File: config.mk
export PLATFORM = sky130hd
export DESIGN_NAME = quad_step_decoder
export DESIGN_NICKNAME = d
export VERILOG_FILES = /design/src/rtl/quad_step_decoder.sv
export SDC_FILE = /design/constraint.sdc
export NUM_CORES = 1
export LEC_CHECK = 0
export CORE_ASPECT_RATIO = 1.5
export CORE_UTILIZATION = 45
export CTS_CLUSTER_DIAMETER = 120
export DETAILED_ROUTE_END_ITERATION = 8
export PLACE_DENSITY = 0.75
export SYNTH_ARGS = -nofsm -noshare
export SYNTH_HDL_FRONTEND = slang
export SYNTH_SLANG_ARGS = --single-unit
File: constraint.sdc
create_clock -name clk -period 1.5 [get_ports clk]
set_input_delay 0.3 -clock clk [delete_from_list [all_inputs] [get_ports clk]]
set_output_delay 0.3 -clock clk [all_outputs]
set_load 0.03 [all_outputs]
File: src/rtl/quad_step_decoder.sv
// quad_step_decoder: synchronise and debounce quadrature channels A/B, emit up/down/err step pulses
// Ports: clk, reset (sync, active-high), en (pulse enable), enc_a/enc_b (raw channels),
//   err_clr (clears err_sticky); up/down/err (one-cycle pulses), err_sticky, ab_state (debounced {a,b}),
//   ready (initial state captured).
module quad_step_decoder #(
  parameter int DEBOUNCE_CYCLES = 4,
  parameter int DB_W = 3
) (
  input  logic       clk,
  input  logic       reset,
  input  logic       en,
  input  logic       enc_a,
  input  logic       enc_b,
  input  logic       err_clr,
  output logic       up,
  output logic       down,
  output logic       err,
  output logic       err_sticky,
  output logic [1:0] ab_state,
  output logic       ready
);
  typedef enum logic {INIT, RUN} state_t;
  state_t state, state_n;
  logic [1:0] s1, s2, filt, prev_ab, init_cnt;
  logic [1:0][DB_W-1:0] db_cnt;
  logic fwd, rev, ill;
  // Gray order 00 -> 01 -> 11 -> 10 is forward; successor/predecessor derived from prev_ab bits
  always_comb begin
    state_n = (state == INIT && init_cnt == 2'd2) ? RUN : state;
    fwd = filt == {prev_ab[0], ~prev_ab[1]};
    rev = filt == {~prev_ab[0], prev_ab[1]};
    ill = &(filt ^ prev_ab);
  end
  always_ff @(posedge clk) state <= reset ? INIT : state_n;
  always_ff @(posedge clk) begin
    if (reset) begin
      s1 <= '0;
      s2 <= '0;
      filt <= '0;
      prev_ab <= '0;
      init_cnt <= '0;
      db_cnt <= '0;
      up <= 1'b0;
      down <= 1'b0;
      err <= 1'b0;
      err_sticky <= 1'b0;
    end else begin
      s1 <= {enc_a, enc_b};
      s2 <= s1;
      up <= 1'b0;
      down <= 1'b0;
      err <= 1'b0;
      if (state == INIT) begin
        init_cnt <= init_cnt + 2'd1;
        if (state_n == RUN) begin
          filt <= s2;
          prev_ab <= s2;
        end
      end else begin
        for (int i = 0; i < 2; i++)
          if (s2[i] == filt[i]) db_cnt[i] <= '0;
          else if (db_cnt[i] == DB_W'(DEBOUNCE_CYCLES - 1)) begin
            filt[i] <= s2[i];
            db_cnt[i] <= '0;
          end else db_cnt[i] <= db_cnt[i] + 1'b1;
        prev_ab <= filt;
        up <= en & fwd;
        down <= en & rev;
        err <= en & ill;
        err_sticky <= (en & ill) | (err_sticky & ~err_clr);
      end
    end
  end
  assign ab_state = filt;
  assign ready = state == RUN;
endmodule

==> results.json, run 1 <==
{
  "status": "completed",
  "n_antenna_cell": 0,
  "vias": 618,
  "ys_seq_area_share_pct": 47.7,
  "synth_top_area_share_pct": 47.7,
  "wirelength_um": 1420,
  "max_freq_mhz": 713,
  "worstSetupPathType": "flip-flop to output pin",
  "cp-start-kind": "flip-flop",
  "io_pins": 13,
  "ir_worst_vdd_mv": 0.709,
  "io_buffers": 12,
  "synth_area_leaders": "dfxtp_1 48%, mux2i_1 4.5%, ha_1 4.3%",
  "utilization_pct": 57.7,
  "grt_usage_pct": 15.7,
  "final_cells": 125,
  "grt_overflow": 0,
  "first_pass_iters": 3,
  "worstPathRequired_ps": 1200,
  "placed_cells": 121,
  "r2r_start": "init_cnt[0]",
  "drt_iter0_markers": 3,
  "cpMostUsedCell": "buf_4",
  "holdBufCountCts": 0,
  "synth-seq-cells": 21,
  "core_um2": 1830,
  "cts.sinks": 21,
  "power_leakage_nw": 0.464,
  "min_path_type": "flip-flop to flip-flop",
  "synth_edf_count": 0,
  "hold-path-endpoint": "s2[0]",
  "ff2ff_setup_slack_ps": 190,
  "ys_async_sr_fraction_pct": 0,
  "syn-num-nets": 96,
  "antenna_found_initial": 0,
  "power_mw": 1.26,
  "grt_pass1_vias": 631,
  "crit_chain": "buf_4, buf_4",
  "path_max_fanout": 11,
  "slowest_stage": "dfxtp_2",
  "routedWlPerCell_um": 11.4,
  "cts_made_buffers": 3,
  "critPathMaxStageDelay_ps": 470,
  "grt_max_degree": 12,
  "finalNetCount": 114,
  "fp.dieW_um": 38.2,
  "dp_hpwl_um": 1090,
  "ctsLongestPathBuffers": 2,
  "power_density_nw_per_um2": 1190,
  "gp_congestion": 0.705,
  "rsz0062_at_grt": "false",
  "synth_commonest_cells": "21 x dfxtp_1, 9 x nor2_1, 6 x nand2_1",
  "drive_above_1_share_pct": 17.3,
  "crit_family": "flip-flops",
  "synth.largest_area_cell": "dfxtp_1",
  "synthesis.area_um2": 882,
  "worstMarginPinSlew_ps": 296,
  "dieArea_um2": 2140,
  "finalHoldViolCount": 0,
  "slew_headroom_pct": 80.4,
  "synth.distinct_cells": 31,
  "cts_tree": "done",
  "h-tree-depth": 1,
  "endpoint_kind": "output pin",
  "avgSynthCellArea_um2": 10.1,
  "clk_pin_slew_ps": 110,
  "area_growth_pct": 19.7,
  "fp.dieH_um": 56.2,
  "hold_start": "s1[0]",
  "cts_setup_buffers": 0,
  "maxSlewViolCount": 0,
  "cap_violations": 0,
  "path_buf_inv": 2,
  "r2r_cells": 5,
  "whs_ps": 454,
  "finalSetupViolCount": 0,
  "initial_core_util_pct": 48.2,
  "period_share_pct": 93.6,
  "core.rowCount": 19,
  "grt_pass1_wl_um": 2480,
  "cts_resized": 7,
  "synth_ff_type": "dfxtp_1",
  "holdPathStages": 1,
  "cts-root-buf": "clkbuf_4",
  "drc": 0,
  "ant_nets": 0,
  "finalCriticalPeriod_ps": 1400,
  "place_area_um2": 1040,
  "viasPerCell": 4.94,
  "synthCells": 87,
  "synth_warnings": 0,
  "skew_ps": 1.84,
  "insertion_delay_ps": 300,
  "critPathArrivalTime_ps": 1100,
  "r2r-end": "ab_state[0]",
  "synth_most_common_cell": "dfxtp_1",
  "final_area_um2": 1060
}
metal layers:
layer  wire length (um)  part of all wire [%]  track usage (%)
met3                 30                   2.1             2.40
met2                731                    51             26.2
met5                  0                     0                0
met1                632                    45             18.4
met4                 25                   1.8             7.65
report_power, final:
group	internal, mW	total [mW]	switching [mW]
sequential	0.608	0.661	0.0523
combinational	0.165	0.327	0.163
clock	0.104	0.269	0.165
total	0.877	1.26	0.380
final cells by class:
cell class / count / area, um2
Clock buffer: 4 / 26.3
Fill cell: 155 / 774
Tap cell: 21 / 26.3
Multi-Input combinational cell: 58 / 415
Inverter: 3 / 11.3
Timing Repair Buffer: 18 / 155
Sequential cell: 21 / 422
state kept, by name (all words and copies together) (netlist names):
signal	cells
down	1
ready	1
s2	2
err	1
init_cnt	2
ab_state	2
err_sticky	1
prev_ab	2
s1	2
db_cnt	6
up	1
cell families (layout without fill, tap and decap cells):
group / count (synthesis) / in the layout / synth area share [%]
AND/OR/NAND/NOR: 32 / 32 / 20.3
AO/OA/AOI/OAI: 9 / 9 / 6.38
XOR/XNOR: 7 / 7 / 7.80
multiplexers: 7 / 7 / 8.37
buffers and inverters: 8 / 25 / 5.25
flip-flops: 21 / 21 / 47.7
adder cells (fa/ha/maj): 3 / 3 / 4.26
layout by cell type (no fill, tap or decap), drive strengths merged:
master         Yosys  routed
a31o               1       1
nor2               9       9
dlygate4sd2        0       6
nand4b             1       1
a31oi              1       1
nand3              1       1
and2b              1       1
a211oi             1       1
o21ai              1       1
mux2i              4       4
inv                3       3
buf                4       7
xor2               3       3
nand2b             4       4
ha                 3       3
a22o               1       1
dfxtp             21      21
nand3b             1       1
clkdlybuf4s50      0       5
nor2b              5       5
mux2               3       3
clkbuf             1       4
and3               1       1
a21oi              4       4
nand2              6       6
nor3               2       2
nor4b              1       1
xnor2              4       4
through the flow:
stage	setup WS (ps)	setup TNS, ps
2_1_floorplan	228	0
3_5_place_dp	-14.8	-14.8
3_3_place_gp	25.5	0
6_report	96.7	0
5_1_grt	28.6	0
4_1_cts	70.5	0
worst max path at each step:
stage	endpoint	cells after the start	startpoint
after floorplan	err_sticky	4	ready
after global placement	err_sticky	4	reset
after detailed placement	err_sticky	4	reset
after CTS	ready	2	ready
after global routing	ready	2	ready
final	ready	2	ready
(Power assumes the default switching activity.)
==> run 2: changes to the inputs <==
Settings changed: SLEW_MARGIN set to 25.
==> results of run 2 <==
The final DEF is identical to that of run 1; final timing and power are the same.
